$ cat config.mk
export PLATFORM = sky130hd
export DESIGN_NAME = wb_capture_ctrl
export DESIGN_NICKNAME = d
export VERILOG_FILES = /design/src/rtl/wb_capture_ctrl.sv
export SDC_FILE = /design/constraint.sdc
export NUM_CORES = 1
export LEC_CHECK = 0
export CORE_UTILIZATION = 50
export DETAILED_ROUTE_END_ITERATION = 12
export PLACE_DENSITY = 0.69
export SETUP_SLACK_MARGIN = 0.1
export SYNTH_ARGS = -nofsm -noshare
export SYNTH_HDL_FRONTEND = slang
export SYNTH_SLANG_ARGS = --single-unit
$ cat constraint.sdc
create_clock -name wb_clk_i -period 4.1 [get_ports wb_clk_i]
set_clock_uncertainty 0.2 [all_clocks]
set_input_delay 0.82 -clock wb_clk_i [delete_from_list [all_inputs] [get_ports wb_clk_i]]
set_output_delay 0.82 -clock wb_clk_i [all_outputs]
set_load 0.01 [all_outputs]
$ cat src/rtl/wb_capture_ctrl.sv
// wb_capture_ctrl: Wishbone-controlled camera frame capture sequencer.
// Arms on START, opens the stream gate (enable_o) for one vsync-to-vsync
// frame, waits for the stream writer's capture_done_i, then re-arms or stops
// depending on MODE. Also measures the vsync period in clocks.
//
// Ports:
//   wb_clk_i        clock, rising edge
//   wb_rst_i        synchronous active-high reset
//   wb_adr_i[4:0]   byte address, word decoded on [4:2]
//   wb_dat_i[31:0]  write data
//   wb_sel_i[3:0]   byte selects (any nonzero writes the full word)
//   wb_we_i         write enable
//   wb_cyc_i        bus cycle
//   wb_stb_i        strobe
//   wb_dat_o[31:0]  read data, valid with ack
//   wb_ack_o        acknowledge
//   wb_err_o        error for unmapped word addresses 5..7
//   frame_start_i   asynchronous camera vsync, active high
//   capture_done_i  one-cycle pulse: frame landed in memory
//   enable_o        stream gating mask, high while capturing
//   irq_o           level interrupt, DONE & IRQ_EN
module wb_capture_ctrl #(
    parameter int unsigned CNT_W       = 16,
    parameter int unsigned PERIOD_W    = 32,
    parameter int unsigned SYNC_STAGES = 2
) (
    input  logic        wb_clk_i,
    input  logic        wb_rst_i,
    input  logic [4:0]  wb_adr_i,
    input  logic [31:0] wb_dat_i,
    input  logic [3:0]  wb_sel_i,
    input  logic        wb_we_i,
    input  logic        wb_cyc_i,
    input  logic        wb_stb_i,
    output logic [31:0] wb_dat_o,
    output logic        wb_ack_o,
    output logic        wb_err_o,
    input  logic        frame_start_i,
    input  logic        capture_done_i,
    output logic        enable_o,
    output logic        irq_o
);

    typedef enum logic [1:0] {
        IDLE      = 2'd0,
        ARM       = 2'd1,
        CAPTURE   = 2'd2,
        WAIT_DONE = 2'd3
    } state_t;

    localparam logic [2:0] A_CTRL   = 3'd0;
    localparam logic [2:0] A_NFR    = 3'd1;
    localparam logic [2:0] A_STAT   = 3'd2;
    localparam logic [2:0] A_FCNT   = 3'd3;
    localparam logic [2:0] A_PERIOD = 3'd4;

    localparam logic [1:0] M_SINGLE = 2'd0;
    localparam logic [1:0] M_NFRAME = 2'd1;
    localparam logic [1:0] M_SINGLE_ALT = 2'd3;

    state_t                 state;
    logic [1:0]             mode;
    logic                   irq_en;
    logic [CNT_W-1:0]       nframes;
    logic [CNT_W-1:0]       frame_cnt;
    logic                   done;
    logic                   overrun;
    logic                   stop_pend;
    logic [SYNC_STAGES-1:0] sync;
    logic                   sync_prev;
    logic [PERIOD_W-1:0]    period_cnt;
    logic [PERIOD_W-1:0]    period_q;

    logic                   req;
    logic [2:0]             adr;
    logic                   bad_adr;
    logic                   wr;
    logic                   ctrl_wr;
    logic                   stat_wr;
    logic                   start_c;
    logic                   stop_c;
    logic                   busy;
    logic                   frame_edge;
    logic [CNT_W-1:0]       nframes_eff;
    logic [CNT_W-1:0]       frame_cnt_inc;
    logic                   last_frame;
    logic [31:0]            rd_data;
    logic                   unused_bits;

    // Bus decode: a new request is accepted only when no response is showing,
    // which gives the mandatory idle cycle between back-to-back responses.
    assign req     = wb_cyc_i & wb_stb_i & ~wb_ack_o & ~wb_err_o;
    assign adr     = wb_adr_i[4:2];
    assign bad_adr = (adr >= 3'd5);
    assign wr      = req & wb_we_i & (|wb_sel_i) & ~bad_adr;
    assign ctrl_wr = wr & (adr == A_CTRL);
    assign stat_wr = wr & (adr == A_STAT);
    assign start_c = ctrl_wr & wb_dat_i[0];
    assign stop_c  = ctrl_wr & wb_dat_i[1];
    assign busy    = (state != IDLE);

    assign unused_bits = ^{wb_adr_i[1:0], wb_dat_i};

    // Frame edge: rising edge of the synchronised vsync.
    assign frame_edge = sync[SYNC_STAGES-1] & ~sync_prev;

    // NFRAMES of 0 behaves as 1; frame counter saturates.
    assign nframes_eff   = (nframes == '0) ? CNT_W'(1) : nframes;
    assign frame_cnt_inc = (&frame_cnt) ? frame_cnt : frame_cnt + CNT_W'(1);
    assign last_frame    = (mode == M_SINGLE) | (mode == M_SINGLE_ALT)
                         | ((mode == M_NFRAME) & (frame_cnt_inc >= nframes_eff))
                         | stop_pend | stop_c;

    // Read mux
    always_comb begin
        rd_data = '0;
        case (adr)
            A_CTRL:   rd_data = {27'd0, irq_en, mode, 2'b00};
            A_NFR:    rd_data = 32'(nframes);
            A_STAT:   rd_data = {29'd0, overrun, done, busy};
            A_FCNT:   rd_data = 32'(frame_cnt);
            A_PERIOD: rd_data = 32'(period_q);
            default:  rd_data = '0;
        endcase
    end

    // Registered single-cycle bus response
    always_ff @(posedge wb_clk_i) begin
        if (wb_rst_i) begin
            wb_ack_o <= 1'b0;
            wb_err_o <= 1'b0;
            wb_dat_o <= '0;
        end else begin
            wb_ack_o <= req & ~bad_adr;
            wb_err_o <= req & bad_adr;
            wb_dat_o <= (req & ~bad_adr & ~wb_we_i) ? rd_data : '0;
        end
    end

    // Configuration registers
    always_ff @(posedge wb_clk_i) begin
        if (wb_rst_i) begin
            mode    <= 2'd0;
            irq_en  <= 1'b0;
            nframes <= '0;
        end else begin
            if (ctrl_wr) begin
                mode   <= wb_dat_i[3:2];
                irq_en <= wb_dat_i[4];
            end
            if (wr & (adr == A_NFR)) begin
                nframes <= wb_dat_i[CNT_W-1:0];
            end
        end
    end

    // vsync synchroniser, edge detect and period measurement
    always_ff @(posedge wb_clk_i) begin
        if (wb_rst_i) begin
            sync       <= '0;
            sync_prev  <= 1'b0;
            period_cnt <= '0;
            period_q   <= '0;
        end else begin
            sync      <= {sync[SYNC_STAGES-2:0], frame_start_i};
            sync_prev <= sync[SYNC_STAGES-1];
            if (frame_edge) begin
                period_q   <= period_cnt;
                period_cnt <= PERIOD_W'(1);
            end else if (~&period_cnt) begin
                period_cnt <= period_cnt + PERIOD_W'(1);
            end
        end
    end

    // Capture sequencer; enable_o is set/cleared on every transition into or
    // out of CAPTURE so it tracks the state exactly.
    always_ff @(posedge wb_clk_i) begin
        if (wb_rst_i) begin
            state     <= IDLE;
            enable_o  <= 1'b0;
            irq_o     <= 1'b0;
            done      <= 1'b0;
            overrun   <= 1'b0;
            stop_pend <= 1'b0;
            frame_cnt <= '0;
        end else begin
            irq_o <= done & irq_en;
            if (stat_wr & wb_dat_i[1]) done    <= 1'b0;
            if (stat_wr & wb_dat_i[2]) overrun <= 1'b0;

            case (state)
                IDLE: begin
                    if (start_c) begin
                        state     <= ARM;
                        frame_cnt <= '0;
                        done      <= 1'b0;
                        stop_pend <= 1'b0;
                    end
                end
                ARM: begin
                    if (stop_c) begin
                        state <= IDLE;
                        done  <= 1'b1;
                    end else if (frame_edge) begin
                        state    <= CAPTURE;
                        enable_o <= 1'b1;
                    end
                end
                CAPTURE: begin
                    if (stop_c) stop_pend <= 1'b1;
                    if (frame_edge) begin
                        state    <= WAIT_DONE;
                        enable_o <= 1'b0;
                    end
                end
                WAIT_DONE: begin
                    if (capture_done_i) begin
                        frame_cnt <= frame_cnt_inc;
                        if (last_frame) begin
                            state     <= IDLE;
                            done      <= 1'b1;
                            stop_pend <= 1'b0;
                        end else if (frame_edge) begin
                            // Edge coincident with completion: don't lose it.
                            state    <= CAPTURE;
                            enable_o <= 1'b1;
                        end else begin
                            state <= ARM;
                        end
                    end else begin
                        if (stop_c) stop_pend <= 1'b1;
                        if (frame_edge) overrun <= 1'b1;
                    end
                end
                default: begin
                    state    <= IDLE;
                    enable_o <= 1'b0;
                end
            endcase
        end
    end

endmodule

Yosys cells after proc, flatten, opt, wreduce, memory -nomap -nowiden:

Cells that the tools add are included.

* add/sub/neg operators: 2
* bitwise logic cells: 29
* reduce and logical (&&, ||, !) cells: 17
* magnitude comparators: 2
* eq/ne operators: 17
* muxes and demuxes: 37

Operators with widths (count)
* 32-bit one-hot mux with 5 select lines: 1
* 16-bit 2-to-1 mux: 4
* 32-bit by 1-bit adder with 32-bit output, second input constant: 1
* 16-bit one-hot mux with 2 select lines: 1
* 32-bit AND reduction: 1
* 1-bit 2-to-1 mux: 20
* 1-bit AND: 19
* 16-bit by 1-bit adder with 16-bit output, second input constant: 1
* 16-bit greater-or-equal comparator: 1
* 16-bit logical NOT: 1
* 16-bit AND reduction: 1
* 2-bit 2-to-1 mux: 7
* 2-bit inequality test, second input constant: 6
* 1-bit one-hot mux with 3 select lines: 3
* 2-bit one-hot mux with 4 select lines: 1
* 2-bit == test, second input constant: 3
* 3-bit by 2-bit == test with 1-bit output, second input constant: 2
* 3-bit inequality test, second input constant: 2
* 1-bit NOT: 6
* 3-bit AND reduction: 2
* 3-bit nonzero test: 2
* 5-bit AND reduction: 1
* 2-bit by 1-bit == test with 1-bit output, second input constant: 2
* 2-bit logical NOT: 2
* other kinds (9): 14

* bits of input ports: 48
* output and inout port bits: 36
* logic and storage cells: 122
* register bits after elaboration: 143

Logic depth before layout (Yosys ltp):

* depth in word-level cells: 12
* mapped depth: 14
* mapped depth without buffers: 13

Worst setup path before layout:

Ideal clock, no wire load.

* path kind: register -> register
* start point: reg frame_cnt[0]
* end point: reg state[1]
* clock period less this slack: 3069 ps
* data arrival time: 2799 ps
* data required time: 3830 ps
* path buffers: 1
* slack: 1031 ps
* library setup time: 70 ps
* stages on the path, launching flop included: 15
* cell sequence: dfxtp_1 > ha_1 > and4_1 > and4_1 > buf_2 > nor4_4 > nand3_1 > xnor2_1 > ha_1 > a21oi_1 > o21ai_0 > a21oi_1 > o21ai_0 > a211o_1 > a21oi_1

* longest elaborated chain between the ends: 10
* elaborated cells between the ends (all ways): 11
* classes of those cells: add/sub: 1; order compare: 1; mux: 4; bitwise: 4; reduce/logical: 1

RTL lines
* from (decl): RTL line 65 `logic [CNT_W-1:0] frame_cnt;`
* from (signal assigned): RTL line 219 `frame_cnt <= frame_cnt_inc;`
* 16-bit by 1-bit adder with 16-bit output / 16-bit AND reduction (equally long branches): RTL line 109 `assign frame_cnt_inc = (&frame_cnt) ? frame_cnt : frame_cnt + CNT_W'(1);`
* 16-bit 2-to-1 mux (*): RTL line 109
* 16-bit greater-or-equal comparator (*): RTL line 111 `| ((mode == M_NFRAME) & (frame_cnt_inc >= nframes_eff))`
* 1-bit AND (*): RTL line 111
* 1-bit bitwise OR (*): RTL line 111
* 1-bit bitwise OR (*) (2 in series): RTL line 112 `| stop_pend | stop_c;`
* 2-bit 2-to-1 mux (*): RTL line 220 `if (last_frame) begin`
* 2-bit 2-to-1 mux (*): RTL line 218 `if (capture_done_i) begin`
* 2-bit one-hot mux with 4 select lines (*): RTL line 192 `case (state)`
* to (signal assigned): RTL line 195 `state <= ARM;`
* to (signal assigned): RTL line 221 `state <= IDLE;`
* to (signal assigned): RTL line 226 `state <= CAPTURE;`
* to (decl): RTL line 61 `state_t state;`

Mark *: on every way between the ends. The rest lies on a longest branch, timed or not. The select of a mux whose other input is x is not followed.
A chain may end at the register's enable or synchronous reset.

Worst setup path in the final report:

* start point: reg frame_cnt[0]
* end point: reg state[0]

Same word-level chain as after synthesis.

==> results.json <==
{
  "grt_pass1_wl_um": 25800,
  "synth_top_area_frac": 0.428,
  "synth.area.top_cells": "dfxtp_1 (43%), nor2_1 (5.8%), nand2_1 (5.6%), a21oi_1 (5.2%), mux2i_1 (4.9%)",
  "die_area_mm2": 0.0138,
  "cp_max_fo": 6,
  "yosysSeqAreaShare": 0.428,
  "ff2ff_setup_slack_ns": 0.31,
  "cp-endpoint": "state[0]",
  "die_h_um": 118,
  "ys.flop_type": "dfxtp_1",
  "grt_pass1_vias": 5496,
  "cts_setup_buffers": 0,
  "ys_types": 61,
  "antenna_found_initial": 0,
  "min_period_ns": 3.79,
  "cp-start-kind": "flop",
  "wire_per_inst_um": 15.3,
  "setup_violations": 0,
  "cp_cell_sequence": "ha_1 -> nand2_1 -> nor3_1 -> and4_1 -> mux2_1 -> ha_1 -> nand2_1 -> nor2_1 -> nand2_1 -> o21ai_0 -> a21oi_1 -> a32o_1",
  "postCtsHoldBufs": 0,
  "place_congestion": 0.882,
  "p_per_area_mw_per_mm2": 399,
  "final-hold-violation-count": 0,
  "critPathMostFrequentCell": "nand2_1",
  "async_flop_share": 0,
  "hold_class": "flop to flop",
  "die_w_um": 118,
  "start_util": 0.521,
  "worstReg2RegEnd": "state[0]",
  "synth-seq-cells": 143,
  "cp-end-kind": "flop",
  "syn_nets": 855,
  "vias_per_cell": 5.50,
  "combinationalPowerShare": 0.037,
  "routed_wl_um": 15600,
  "synth_warnings": 0,
  "drtPass1Iterations": 6,
  "power.leakage_nw": 3.02,
  "numCtsBuffers": 17,
  "finalInstanceArea_mm2": 0.00806,
  "rr_worst_depth": 12,
  "core_area_mm2": 0.0128,
  "synth.most_common_cell": "dfxtp_1",
  "finalPower_w": 0.00322,
  "timing.rr.start": "frame_cnt[0]",
  "nets": 901,
  "rsz0062_at_grt": "false",
  "post_cts_resized": 0,
  "globalRoute.totalOverflow": 0,
  "synthToLayoutAreaGrowth_pct": 20.6,
  "max_stage_delay_ns": 0.49,
  "placed_area_mm2": 0.00741,
  "drive_gt1_frac": 0.0744,
  "ctsLongestPathBuffers": 2,
  "p_int_w": 0.00255,
  "ios": 84,
  "startpoint": "frame_cnt[0]",
  "tns_ns": 0,
  "drv_cap": 0,
  "status": "finished clean",
  "clkSlewWorstSetupHoldPaths_ns": 0.06,
  "pwr-share-seq": 0.436,
  "peakVddDrop_mv": 0.326,
  "mappedNetlistArea_mm2": 0.00668,
  "instances_no_fill": 1019,
  "fmax_mhz": 264,
  "h-tree-depth": 4,
  "worst_pin_slew_ns": 0.995,
  "worstPathRequired_ns": 4.21,
  "vias": 5605,
  "fin_crit_sh": 0.925,
  "cts.sinks": 143,
  "n_fill_cell": 1093,
  "slowest_stage": "o21ai_0",
  "drcViolationCount": 0,
  "drv_slew": 0,
  "cts_tree": "built",
  "ant_nets": 0,
  "grt_usage": 0.230,
  "synth_edf_count": 0,
  "drt_iter0_markers": 338,
  "cp_num_buf_inv": 0,
  "yosysTopAreaCell": "dfxtp_1",
  "switching_share": 0.208,
  "clk_latency_ns": 0.42,
  "yosys-top-cells-count": "dfxtp_1 (143), nor2_1 (104), nand2_1 (100)",
  "clkPwrFrac": 0.527,
  "cts_root_buf": "clkbuf_16",
  "max_slew_margin": 0.337,
  "path_class": "flop to flop",
  "cp_data_arrival_time_ns": 3.90,
  "power.switching_w": 0.000668,
  "dp_hpwl_um": 10900,
  "crit_family": "simple AND/OR/NAND/NOR gates",
  "synthesis.instances": 788,
  "path_depth": 12,
  "grt_start_max_net_pins": 39,
  "rows": 41,
  "antenna_cells": 0,
  "port-buffer-count": 65,
  "dp_cells": 987,
  "syn_avg_cell_area_um2": 8.48
}
==> state kept, by name (all words and copies together) (netlist names) <==
signal and flops:
overrun 1, enable_o 1, done 1, period_cnt 32, sync 2, wb_err_o 1, wb_dat_o 32, frame_cnt 16
irq_o 1, state 2, sync_prev 1, mode 2, nframes 16, stop_pend 1, wb_ack_o 1, irq_en 1
period_q 32
==> worst register-to-register path, stage by stage, from the launching register on <==
cell     delay (ns)
dfxtp_1        0.44
ha_1           0.31
nand2_1        0.14
nor3_1         0.39
and4_1         0.26
mux2_1         0.36
ha_1           0.30
nand2_1        0.05
nor2_1         0.17
nand2_1        0.07
o21ai_0        0.49
a21oi_1        0.23
a32o_1         0.28
==> power groups by stage <==
| stage | Clock (W) | Sequential [W] | Combinational, W |
|---|---|---|---|
| 4_1_cts | 0.00172 | 0.00140 | 0.000119 |
| 5_1_grt | 0.00178 | 0.00140 | 0.000128 |
| 2_1_floorplan | 0 | 0.00143 | 0.0000671 |
| 6_report | 0.00170 | 0.00140 | 0.000119 |
| 3_5_place_dp | 0 | 0.00143 | 0.000118 |
| 3_3_place_gp | 0 | 0.00143 | 0.000115 |
==> layout make-up <==
cell class                      count  area [um2]  area share
Clock buffer                       20         447      0.0554
Clock inverter                     12         205      0.0255
Inverter                           21        78.8     0.00978
Multi-Input combinational cell    577        3540       0.439
Sequential cell                   143        2860       0.355
Tap cell                          172         215      0.0267
Timing Repair Buffer               74         713      0.0885
==> per-layer routing <==
layer  global-route usage  vias up  share of wire
li1                     -     2814              -
met1                0.274     2646           0.43
met2                0.404      122           0.51
met3               0.0426       23          0.037
met4               0.0938        0          0.021
met5                    0        -              0
==> cells by family after synthesis <==
| logic type | share of synthesized area |
|---|---|
| adder cells (fa/ha/maj) | 0.0356 |
| XOR/XNOR | 0.0498 |
| buffers and inverters | 0.0427 |
| flip-flops | 0.428 |
| AO/OA/AOI/OAI | 0.113 |
| AND/OR/NAND/NOR | 0.273 |
| multiplexers | 0.0579 |
==> worst min-delay path by stage <==
stage / from / to / slack [ns] / cells past startpoint
3_5_place_dp: sync[0] / sync[1] / 0.23 / 1
6_report: sync[0] / sync[1] / 0.24 / 1
2_1_floorplan: sync[0] / sync[1] / 0.21 / 1
3_3_place_gp: irq_en / irq_o / 0.24 / 2
5_1_grt: period_q[5] / period_q[5] / 0.27 / 2
4_1_cts: sync[0] / sync[1] / 0.24 / 1
==> cell usage in the layout, fill, tap and decap left out, types with 4 or more instances in the layout <==
master and count:
clkbuf_16 17, o21ai_0 14, clkdlybuf4s50_1 64, nor4_1 6, inv_1 21, a21oi_1 70, mux2i_1 33, xor2_1 27
o21ai_1 16, nand4_1 23, and2_1 22, a31oi_1 8, nand3_1 16, o31ai_1 4, buf_4 9, ha_1 19
or3_1 4, nor2_1 104, dfxtp_1 143, nand2b_1 10, inv_6 4, and4_1 12, nand2_1 100, bufinv_16 5
and3_1 16, xnor2_1 11, nor3_1 12
==> stage by stage <==
step                      hold slack [ns]  utilization  setup slack [ns]
after global placement              0.237        0.578             0.465
after CTS                           0.244        0.628             0.361
final                               0.243        0.628             0.306
after global routing                0.274        0.628             0.149
after detailed placement            0.231        0.578             0.387
after floorplan                     0.214            -              1.03
(Power assumes the default switching activity.)
